===== src/rtl/ok_wire_out_bank_pkg.sv =====
// Shared definitions for the Wire Out endpoint bank: FSM encoding, host address window,
// output timing constant and a configuration range check.
package ok_wire_out_bank_pkg;

    typedef enum logic [1:0] {
        StIdle   = 2'd0,
        StStream = 2'd1,
        StDone   = 2'd2
    } wo_state_e;

    // Wire Out endpoints occupy this address window on the host interface.
    localparam int unsigned WO_ADDR_MIN = 32'h20;
    localparam int unsigned WO_ADDR_MAX = 32'h3F;
    localparam int unsigned WO_MAX_EP   = 32;

    // Output assignment delay in ns for simulation-side sampling.
    localparam int unsigned TDOUT_DELAY = 1;

    function automatic bit wo_range_ok(input int unsigned base, input int unsigned num);
        return (num >= 1) && (num <= WO_MAX_EP) &&
               (base >= WO_ADDR_MIN) && (base + num - 1 <= WO_ADDR_MAX);
    endfunction

endpackage


===== src/rtl/ok_wire_out_capture.sv =====
// One Wire Out endpoint: optional OR-accumulator, snapshot register taken on a capture
// strobe, and a flag telling whether the latest snapshot differs from the previous one.
module ok_wire_out_capture #(
    parameter bit STICKY = 1'b0
) (
    input  logic        clk_i,
    input  logic        reset_i,
    input  logic        capture_i,
    input  logic [31:0] data_i,
    output logic [31:0] snap_o,
    output logic        changed_o
);

    logic [31:0] sample;
    logic [31:0] snap_q, snap_d;
    logic        changed_q, changed_d;

    if (STICKY) begin : g_sticky
        logic [31:0] acc_q;

        // Capture edge folds in the current input and restarts accumulation from zero.
        always_ff @(posedge clk_i) begin
            if (reset_i) begin
                acc_q <= '0;
            end else if (capture_i) begin
                acc_q <= '0;
            end else begin
                acc_q <= acc_q | data_i;
            end
        end

        assign sample = acc_q | data_i;
    end else begin : g_plain
        // A plain endpoint's accumulator is just the current input word.
        assign sample = data_i;
    end

    always_comb begin
        snap_d    = snap_q;
        changed_d = changed_q;
        if (capture_i) begin
            snap_d    = sample;
            changed_d = (sample != snap_q);
        end
    end

    always_ff @(posedge clk_i) begin
        if (reset_i) begin
            snap_q    <= '0;
            changed_q <= 1'b0;
        end else begin
            snap_q    <= snap_d;
            changed_q <= changed_d;
        end
    end

    assign snap_o    = snap_q;
    assign changed_o = changed_q;

endmodule


===== src/rtl/ok_wire_out_bank.sv =====
// Bank of host-bound Wire Out endpoints: snapshots all endpoints on a wire update and
// streams the snapshot one word per valid/ready handshake, tagged with its address.
module ok_wire_out_bank
    import ok_wire_out_bank_pkg::*;
#(
    parameter logic [7:0]  BASE_ADDR   = 8'h20,
    parameter int unsigned NUM_EP      = 4,
    parameter logic [31:0] STICKY_MASK = 32'h0
) (
    input  logic                  ti_clk,
    input  logic                  ti_reset,
    input  logic                  ti_wireupdate,
    input  logic [NUM_EP*32-1:0]  ep_datain,
    output logic [31:0]           ti_dataout,
    output logic [7:0]            ti_dataout_addr,
    output logic                  ti_dataout_valid,
    input  logic                  ti_dataout_ready,
    output logic                  ti_stream_done,
    output logic [NUM_EP-1:0]     ep_changed,
    output logic [15:0]           update_count,
    output logic                  update_overrun
);

    if (!wo_range_ok({24'h0, BASE_ADDR}, NUM_EP)) begin : g_bad_cfg
        $error("ok_wire_out_bank: endpoint range outside 0x20..0x3F or NUM_EP not in 1..32");
    end

    localparam logic [4:0] LAST_IDX = 5'(NUM_EP - 1);

    wo_state_e   state_q;
    logic [4:0]  idx_q;
    logic        valid_q;
    logic        done_q;
    logic [15:0] count_q;
    logic        overrun_q;

    logic                 capture;
    logic [NUM_EP*32-1:0] snap_flat;
    logic [31:0]          word;

    // Snapshots are only taken from IDLE; updates in other states only raise overrun.
    assign capture = (state_q == StIdle) && ti_wireupdate;

    for (genvar i = 0; i < NUM_EP; i++) begin : g_ep
        ok_wire_out_capture #(
            .STICKY (STICKY_MASK[i])
        ) u_capture (
            .clk_i     (ti_clk),
            .reset_i   (ti_reset),
            .capture_i (capture),
            .data_i    (ep_datain[32*i +: 32]),
            .snap_o    (snap_flat[32*i +: 32]),
            .changed_o (ep_changed[i])
        );
    end

    always_comb begin
        word = '0;
        for (int unsigned i = 0; i < NUM_EP; i++) begin
            if (idx_q == 5'(i)) begin
                word = snap_flat[32*i +: 32];
            end
        end
    end

    always_ff @(posedge ti_clk) begin
        if (ti_reset) begin
            state_q   <= StIdle;
            idx_q     <= '0;
            valid_q   <= 1'b0;
            done_q    <= 1'b0;
            count_q   <= '0;
            overrun_q <= 1'b0;
        end else begin
            done_q <= 1'b0;
            unique case (state_q)
                StIdle: begin
                    if (ti_wireupdate) begin
                        count_q <= count_q + 16'd1;
                        idx_q   <= '0;
                        valid_q <= 1'b1;
                        state_q <= StStream;
                    end
                end
                StStream: begin
                    if (ti_wireupdate) begin
                        overrun_q <= 1'b1;
                    end
                    if (ti_dataout_ready) begin
                        if (idx_q == LAST_IDX) begin
                            idx_q   <= '0;
                            valid_q <= 1'b0;
                            done_q  <= 1'b1;
                            state_q <= StDone;
                        end else begin
                            idx_q <= idx_q + 5'd1;
                        end
                    end
                end
                StDone: begin
                    if (ti_wireupdate) begin
                        overrun_q <= 1'b1;
                    end
                    state_q <= StIdle;
                end
                default: begin
                    valid_q <= 1'b0;
                    state_q <= StIdle;
                end
            endcase
        end
    end

    // Data and address are forced to zero whenever no word is presented.
    assign ti_dataout       = valid_q ? word : '0;
    assign ti_dataout_addr  = valid_q ? (BASE_ADDR + {3'b000, idx_q}) : '0;
    assign ti_dataout_valid = valid_q;
    assign ti_stream_done   = done_q;
    assign update_count     = count_q;
    assign update_overrun   = overrun_q;

endmodule


===== config.mk =====
export PLATFORM = sky130hd
export DESIGN_NAME = ok_wire_out_bank
export DESIGN_NICKNAME = d
export VERILOG_FILES = /design/src/rtl/ok_wire_out_bank_pkg.sv /design/src/rtl/ok_wire_out_capture.sv /design/src/rtl/ok_wire_out_bank.sv
export SDC_FILE = /design/constraint.sdc
export NUM_CORES = 1
export LEC_CHECK = 0
export BUFFER_PORTS_ARGS = -buffer_cell sky130_fd_sc_hd__buf_2
export CAP_MARGIN = 20
export CORE_MARGIN = 4
export CORE_UTILIZATION = 55
export DETAILED_ROUTE_END_ITERATION = 16
export GPL_TIMING_DRIVEN = 0
export PLACE_DENSITY = 0.81
export SLEW_MARGIN = 20
export SYNTH_ARGS = -nofsm -noshare
export SYNTH_HDL_FRONTEND = slang
export SYNTH_SLANG_ARGS = --single-unit

===== constraint.sdc =====
create_clock -name ti_clk -period 2.71 [get_ports ti_clk]
set_input_delay 0.542 -clock ti_clk [delete_from_list [all_inputs] [get_ports ti_clk]]
set_output_delay 0.542 -clock ti_clk [all_outputs]
set_load 0.02 [all_outputs]

==> impl_metrics.toml, run 1 <==
[setup_path]
reg2reg_from = "state_q[0]$_SDFFE_PP0P_"
worst-setup-path-type = "reg2out"
crit_start = "idx_q[0]$_SDFFE_PP0P_"
reg2reg_to = "g_ep[1].u_capture.snap_o[22]$_SDFFE_PP0P_"
arrival_ps = 2140
crit_path_end_kind = "output port"
critical_path.endpoint = "ti_dataout[2]"
startpoint_type = "flip-flop"
crit_path_max_fanout = 10
ff2ff_path_depth = 7
ff2ff_setup_slack_ps = 410
crit_required_ps = 2170

[routing]
avgRoutedWirePerCell_um = 18.2
route.detailed.drc = 0
vias = 8846
ant_nets = 0
drtIter0Drc = 936
firstDrtPassIters = 8
viasPerCell = 5.73
totalWireLength_mm = 28.2

[place]
finalWeightedCongestion = 0.946
dp_slack_ps = -184
portBuffers = 191
dp.final_hpwl_mm = 21.5

[grt]
antenna_found_initial = 3
busiest_layer = "met2"
use_met1_pct = 42.2
gr-total-overflow = 0
grt_pass1_wl_mm = 42.6
met3_usage_pct = 6.11
grtUsageTotal_pct = 31.0
grt_max_degree = 17
grt_pass1_vias = 7956
met2_usage_pct = 48.6

[floorplanning]
dieArea_um2 = 17500
coreArea_um2 = 15100
start_util_pct = 56.0
die_height_um = 132
die_w_um = 132
row_count = 45
io_pins = 195

[cells_and_area]
final_nets = 1480
fillerInstances = 1201
synthToLayoutAreaGrowth_pct = 24.4
layout-drive-gt1-share_pct = 22.7
seqCellArea_um2 = 3170
multiInputGateArea_um2 = 5110

[timing]
layout_setup_ws_ps = 32.3
max_freq_ghz = 0.373
fin_hold_ws_ps = 353
fin_crit_ps = 2680
clock_skew_ps = 23.3
maxSlewHeadroom_pct = 49.0
worstMarginPinSlew_ps = 765
finalCritPeriodShare_pct = 98.8
rsz0062_at_grt = "true"
hold_viol_final = 0
setup_viol = 0
drv_slew = 0

[run_status]
status = "complete, no violations"

[synth]
yosys_warnings = 0
postSynthCellCount = 1124
yosysSeqAreaShare_pct = 37.3
ys_ff_latch = 158
syn_area_um2 = 8490
synth_ff_type = "dfxtp_1"
async_flop_share_pct = 0
synth_edf_count = 0
syn_area_per_cell_um2 = 7.55
synth_cell_types = 32

[clock_tree]
root_buffer = "clkbuf_16"
cts_max_level = 4
clkTransAtPathRegs_ps = 60
clk_latency_ps = 440
cts_buffers = 17
postCtsHoldBufs = 0
tritoncts = "built"
cts_buffer_depth = 2
clock-sinks = 158

[power_and_ir_drop]
p_leak_uw = 0.00442
p_per_area_nw_per_um2 = 786
p_total_uw = 8300
vdd_drop_max_uv = 522

[min_path]
hp-class = "in2reg"

[run]
cap_violations = 0
## cell type report
class	instances	share of cell area, %
inverters	11	0.439
well taps	188	2.23
plain buffers	79	3.95
clock buffers	26	4.73
diodes	4	0.0948
multi-input cells	875	48.4
repair buffers	196	9.58
clock inverters	6	0.545
flip-flops and latches	158	30.0
## worst max-delay path: stages, from the launching register on
cell     delay, ps
dfxtp_4        410
inv_4           70
ha_4           190
buf_4          160
and3b_1        180
a21oi_2        160
o21ai_2        100
mux2i_1        190
nor2_1          80
buf_4          180
## state kept, by name, summed over array words and instances, names as in the netlist
| signal | flops |
|---|---|
| update_count | 16 |
| update_overrun | 1 |
| state_q | 2 |
| g_ep.u_capture.changed_o | 4 |
| idx_q | 5 |
| g_ep.u_capture.snap_o | 128 |
| ti_stream_done | 1 |
| ti_dataout_valid | 1 |
## Yosys cell counts (all sizes together) (19+ instances only)
cell type  instances  share of area (%)
and3b             32                3.3
nor4              19                1.4
o21ai             41                2.4
dfxtp            158                 37
xnor2             64                6.6
mux2i             35                4.1
nor2              58                2.6
buf               36                2.2
clkbuf            45                2.0
nand2            299                 13
xor2              74                7.6
a21oi            171                 10
## how the worst min path moves through the flow
stage                                                end                                startpoint  cells after the start
2_1_floorplan   g_ep[0].u_capture.snap_o[0]$_SDFFE_PP0P_  g_ep[0].u_capture.snap_o[0]$_SDFFE_PP0P_                      2
3_3_place_gp                 update_overrun$_SDFFE_PP0P_               update_overrun$_SDFFE_PP0P_                      2
3_5_place_dp                 update_overrun$_SDFFE_PP0P_               update_overrun$_SDFFE_PP0P_                      2
4_1_cts         g_ep[0].u_capture.snap_o[9]$_SDFFE_PP0P_                              ep_datain[9]                      3
5_1_grt        g_ep[2].u_capture.snap_o[21]$_SDFFE_PP0P_                             ep_datain[85]                      3
6_report        g_ep[3].u_capture.snap_o[4]$_SDFFE_PP0P_                            ep_datain[100]                      3
## stage by stage
stage	instance area [µm²]	utilization [%]	instances	setup TNS (ps)
2_1_floorplan	8490	-	1125	0
3_3_place_gp	9680	63.9	1504	-1210
3_5_place_dp	9680	63.9	1504	-1880
4_1_cts	10400	68.5	1535	-14.8
5_1_grt	10600	69.7	1542	-212
6_report	10600	69.7	1543	0
## logic make-up (layout without fill, tap and decap cells)
group	count (synthesis)	in the layout	synth area share [%]
fa+ha+maj	10	10	1.47
other cells	1	6	0.0442
flops	158	158	37.3
simple gates	468	468	24.8
mux	35	35	4.13
buf+inv	92	318	4.63
xor+xnor	138	138	14.2
compound gates	222	222	13.4
## report_power, final
group,switching [µW],internal (µW),total (µW)
Combinational,1810,1080,2890
Clock,948,1360,2300
Sequential,406,2700,3110
## timing repair
item	4_1_cts	5_1_grt
buffers inserted	1	3
hold endpoints to repair	0	0
setup endpoints to repair	32	32
gates cloned	0	1
pin swaps	1	5
resized for setup	61	60
## layout by cell type, fill, tap and decap left out, drive strengths merged
master,n
o21ai,41
a21oi,171
mux2i,35
xor2,74
a221oi,1
clkinv,4
ha,10
nand4,18
nor4,19
and2,6
conb,2
a41oi,1
nand3,13
nand2,299
and4,2
nor2b,3
clkinvlp,1
diode,4
dfxtp,158
bufinv,1
nor2,58
inv,11
clkbuf,64
and3,3
nor3,9
and3b,32
buf,237
xnor2,64
or3,6
o2111ai,2
a211oi,6
## per-layer routing
metal	part of all wire, %	up-vias
met3	10	76
met1	41	4068
met4	4.2	0
li1	-	4172
met5	0	-
met2	45	530
No activity file was read; power rests on OpenSTA's default activity.
==> inputs of run 2 (changes only) <==
--- a/config.mk
+++ b/config.mk
@@ -5,13 +5,16 @@
 export SDC_FILE = /design/constraint.sdc
 export NUM_CORES = 1
 export LEC_CHECK = 0
+export ABC_CLOCK_PERIOD_IN_PS = 2710
 export BUFFER_PORTS_ARGS = -buffer_cell sky130_fd_sc_hd__buf_2
 export CAP_MARGIN = 20
+export CELL_PAD_IN_SITES_DETAIL_PLACEMENT = 0
+export CELL_PAD_IN_SITES_GLOBAL_PLACEMENT = 1
 export CORE_MARGIN = 4
-export CORE_UTILIZATION = 55
+export CORE_UTILIZATION = 42
 export DETAILED_ROUTE_END_ITERATION = 16
 export GPL_TIMING_DRIVEN = 0
-export PLACE_DENSITY = 0.81
+export PLACE_DENSITY_LB_ADDON = 0.1
 export SLEW_MARGIN = 20
 export SYNTH_ARGS = -nofsm -noshare
 export SYNTH_HDL_FRONTEND = slang
==> constraint.sdc (replaced) <==
create_clock -name ti_clk -period 2.71 [get_ports ti_clk]
set_input_delay 0.1355 -clock ti_clk [delete_from_list [all_inputs] [get_ports ti_clk]]
set_output_delay 0.1355 -clock ti_clk [all_outputs]
set_load 0.02 [all_outputs]
==> impl_metrics.toml, run 2 (synthesis gave the netlist of run 1 again) <==
[timing]
worstMarginPinSlew_ps = 755
finalCritPeriodShare_pct = 97.3
fin_crit_ps = 2640
max_freq_ghz = 0.379
layout_setup_ws_ps = 72.1
clock_skew_ps = 11.0
setup_viol = 0
hold_viol_final = 0
drv_slew = 0
maxSlewHeadroom_pct = 49.7

[cells_and_area]
seqCellArea_um2 = 3170
final_core_util_pct = 60.0
fillerInstances = 1911
multiInputGateArea_um2 = 5000
layout-drive-gt1-share_pct = 18.5
final_nets = 1602
antenna_cells = 0
mostFrequentLayoutCell = "nand2_1"
largest_reg_flops = 128
final_cell_mix = "nand2_1 (299), buf_2 (206), a21oi_1 (169), dfxtp_1 (156), dlygate4sd3_1 (127)"
synthToLayoutAreaGrowth_pct = 38.9

[power_and_ir_drop]
p_leak_uw = 0.00489
p_per_area_nw_per_um2 = 747
vdd_drop_max_uv = 417
p_total_uw = 8800

[clock_tree]
cts_buffers = 17
cts_max_level = 4
root_buffer = "clkbuf_16"
cts_buffer_depth = 2
clock-sinks = 158
clkTransAtPathRegs_ps = 60
tritoncts = "built"
clk_latency_ps = 430

[routing]
firstDrtPassIters = 6
drtIter0Drc = 600
avgRoutedWirePerCell_um = 17.9
vias = 8817
viasPerCell = 5.07
ant_nets = 0
route.detailed.drc = 0
totalWireLength_mm = 31.2

[setup_path]
arrival_ps = 2500
worst-setup-path-type = "reg2out"
startpoint_type = "flip-flop"
crit_path_max_fanout = 10
crit_path_end_kind = "output port"
crit_required_ps = 2570

[place]
dp_slack_ps = 63.9
finalWeightedCongestion = 0.910
dp.final_hpwl_mm = 23.4
portBuffers = 191

[grt]
gr-total-overflow = 0
grtUsageTotal_pct = 27.3
grt_pass1_wl_mm = 46.5
grt_max_degree = 17
antenna_found_initial = 0
grt_pass1_vias = 8438

[floorplanning]
coreArea_um2 = 19700
io_pins = 195
dieArea_um2 = 22500
die_height_um = 150
die_w_um = 150
start_util_pct = 43.2
row_count = 51

[min_path]
hp-class = "in2reg"

[run_status]
status = "complete, no violations"

[run]
cap_violations = 0
## run 2: final timing paths
path / from / end / slack (ps) / cells after the start
worst max register to register: state_q[0]$_SDFFE_PP0P_ / g_ep[3].u_capture.snap_o[24]$_SDFFE_PP0P_ / 350 / 7
worst min-delay path: ep_datain[33] / g_ep[1].u_capture.snap_o[1]$_SDFFE_PP0P_ / 20 / 3
worst max-delay path: idx_q[0]$_SDFFE_PP0P_ / ti_dataout[7] / 70 / 7
worst min register to register: update_overrun$_SDFFE_PP0P_ / update_overrun$_SDFFE_PP0P_ / 470 / 2
## run 2: cell type report
| cell class | instances | area share, % |
|---|---|---|
| Multi-Input combinational cell | 875 | 42.4 |
| Sequential cell | 158 | 26.9 |
| Timing Repair Buffer | 318 | 18.9 |
| Clock buffer | 20 | 3.87 |
| Buffer | 79 | 3.04 |
| Tap cell | 265 | 2.81 |
| Clock inverter | 12 | 1.77 |
| Inverter | 11 | 0.350 |
## run 2: routing by layer
metal  GRT usage, %  part of all wire, %
met5              0                    0
met4           10.8                  3.5
met3           4.39                  6.6
met2           42.4                   44
met1           38.0                   46
## run 2: worst max-delay path: stages, from the launching register on
cell and delay [ps]:
dfxtp_2 370, inv_1 130, ha_2 370, clkbuf_1 470, o21ai_1 250, mux2i_1 230
nor2_1 60, buf_2 170
## run 2: through the flow
stage / instance area [µm²] / TNS [ps] / std cells / hold slack [ps]
final: 11800 / 0 / 1738 / 19.5
after global routing: 11800 / -5.10 / 1738 / 13.4
after CTS: 11700 / 0 / 1738 / 0.629
after detailed placement: 9780 / 0 / 1581 / 400
after global placement: 9780 / 0 / 1581 / 396
after floorplan: 8490 / 0 / 1125 / 271
## run 2: power breakdown
| group | switching [µW] | internal [µW] |
|---|---|---|
| clock | 1040 | 1690 |
| combinational | 1850 | 1140 |
| sequential | 381 | 2700 |
## run 2: repair_timing
item / 4_1_cts / 5_1_grt
gates cloned: 0 / 0
gates resized for setup: 16 / 30
hold buffers: 127 / 0
buffers inserted: 0 / 0
endpoints found under the setup margin: 31 / 30
hold endpoints to repair: 127 / 0
==> inputs of run 3 (changes only) <==
--- a/config.mk
+++ b/config.mk
@@ -14,7 +14,7 @@
 export CORE_UTILIZATION = 42
 export DETAILED_ROUTE_END_ITERATION = 16
 export GPL_TIMING_DRIVEN = 0
-export PLACE_DENSITY_LB_ADDON = 0.1
+export PLACE_DENSITY_LB_ADDON = 0.08
 export SLEW_MARGIN = 20
 export SYNTH_ARGS = -nofsm -noshare
 export SYNTH_HDL_FRONTEND = slang
==> impl_metrics.toml, run 3 (synthesis gave the netlist of run 1 again) <==
[run_status]
status = "complete, no violations"

[clock_tree]
clk_latency_ps = 440
root_buffer = "clkbuf_16"
tritoncts = "built"
cts_max_level = 4
clkTransAtPathRegs_ps = 70
clock-sinks = 158
cts_buffer_depth = 2
cts_buffers = 17

[routing]
route.detailed.drc = 0
vias = 8723
totalWireLength_mm = 31.3
drtIter0Drc = 580
avgRoutedWirePerCell_um = 18.0
viasPerCell = 5.01
firstDrtPassIters = 5
ant_nets = 0

[setup_path]
cp_slowest_stage_delay_ps = 410
cp.depth = 9
crit_path_max_fanout = 10
startpoint_type = "flip-flop"
crit_chain = "inv_1 -> ha_4 -> clkbuf_4 -> buf_2 -> a21oi_1 -> o21ai_1 -> mux2i_1 -> nor2_1 -> buf_2"
slowest_stage = "dfxtp_2"
worst-setup-path-type = "reg2out"
crit_path_end_kind = "output port"
ff2ff_path_depth = 7
ff2ff_setup_slack_ps = 400
arrival_ps = 2500
cp_top_family = "buffers and inverters"
worst-path-buf-inv = 4
crit_required_ps = 2570
cpMostUsedCell = "buf_2"

[timing]
drv_slew = 0
maxSlewHeadroom_pct = 51.5
setup_viol = 0
clock_skew_ps = 11.7
fin_hold_ws_ps = 25.4
finalCritPeriodShare_pct = 97.2
hold_viol_final = 0
fin_crit_ps = 2630
worstMarginPinSlew_ps = 728
max_freq_ghz = 0.380

[min_path]
hp-class = "in2reg"
holdPathStages = 3

[power_and_ir_drop]
p_per_area_nw_per_um2 = 723
vdd_drop_max_uv = 508
p_total_uw = 8460
p_leak_uw = 0.00485

[cells_and_area]
fillerInstances = 1940
final_cells = 1740
final_nets = 1603
layout-drive-gt1-share_pct = 18.3
seqCellArea_um2 = 3170
largest_reg_flops = 128
multiInputGateArea_um2 = 4990
synthToLayoutAreaGrowth_pct = 37.8
mostFrequentLayoutCell = "nand2_1"
stdcell_area_um2 = 11700
final_cell_mix = "nand2_1 (299), buf_2 (207), a21oi_1 (169), dfxtp_1 (156), dlygate4sd3_1 (128)"

[floorplanning]
row_count = 51
io_pins = 195
die_w_um = 150
dieArea_um2 = 22500
coreArea_um2 = 19700
start_util_pct = 43.2
die_height_um = 150

[grt]
grt_pass1_vias = 8326
grt_pass1_wl_mm = 46.9
gr-total-overflow = 0
grt_max_degree = 17
grtUsageTotal_pct = 27.6
antenna_found_initial = 0

[place]
place_area_um2 = 9780
placed_cells = 1581
finalWeightedCongestion = 0.937
dp.final_hpwl_mm = 23.5
portBuffers = 191

[run]
cap_violations = 0
[run 3: changes by cell type in the layout (fill, tap and decap cells not counted), sizes merged]
cell	delta
inv	+1
clkbuf	+2
clkinv	-1
diode	+1
clkinvlp	+3
dlygate4sd3	+1
buf	-1
bufinv	-4
[run 3: timing repair]
action	4_1_cts	5_1_grt
endpoints found under the hold margin	128	0
endpoints found under the setup margin	30	28
resized for setup	23	22
hold buffers	128	0
buffers inserted	0	0
pin swaps	0	0
[run 3: power by group]
| group | internal (µW) | total, µW | switching (µW) | leakage (µW) |
|---|---|---|---|---|
| Sequential | 2700 | 3080 | 382 | 0.00130 |
| Clock | 1340 | 2400 | 1050 | 0.000268 |
| Combinational | 1140 | 2980 | 1850 | 0.00329 |
[run 3: final timing paths]
path | startpoint | endpoint
worst max-delay path | idx_q[1]$_SDFFE_PP0P_ | ti_dataout[8]
worst min-delay path | ti_wireupdate | update_overrun$_SDFFE_PP0P_
worst max register to register | state_q[0]$_SDFFE_PP0P_ | g_ep[3].u_capture.snap_o[10]$_SDFFE_PP0P_
worst min register to register | g_ep[2].u_capture.snap_o[4]$_SDFFE_PP0P_ | g_ep[2].u_capture.snap_o[4]$_SDFFE_PP0P_
[run 3: final cells by class]
type,instances,area share [%]
repair buffers,319,19.1
well taps,265,2.83
multi-input cells,875,42.6
plain buffers,79,3.05
inverters,11,0.353
diodes,1,0.0214
flip-flops and latches,158,27.1
clock buffers,21,4.02
clock inverters,11,0.920
[run 3: routing by layer]
metal | share of wire (%) | global-route usage, %
met5 | 0 | 0
met4 | 2.4 | 8.19
met3 | 5.9 | 3.94
met2 | 46 | 44.1
met1 | 46 | 38.7
[run 3: metrics by stage]
stage / setup WS [ps] / setup TNS [ps] / util (%)
5_1_grt: -18.8 / -61.6 / 59.5
3_5_place_dp: 83.3 / 0 / 49.8
4_1_cts: 17.6 / 0 / 59.3
6_report: 75.1 / 0 / 59.5
2_1_floorplan: 857 / 0 / -
3_3_place_gp: 134 / 0 / 49.8
[run 3: worst reg2reg max path: stages, from the launching register on]
cell,delay [ps]
dfxtp_1,380
inv_1,100
ha_1,300
nand2_1,360
buf_2,360
buf_1,440
nand2_1,120
a21oi_1,180
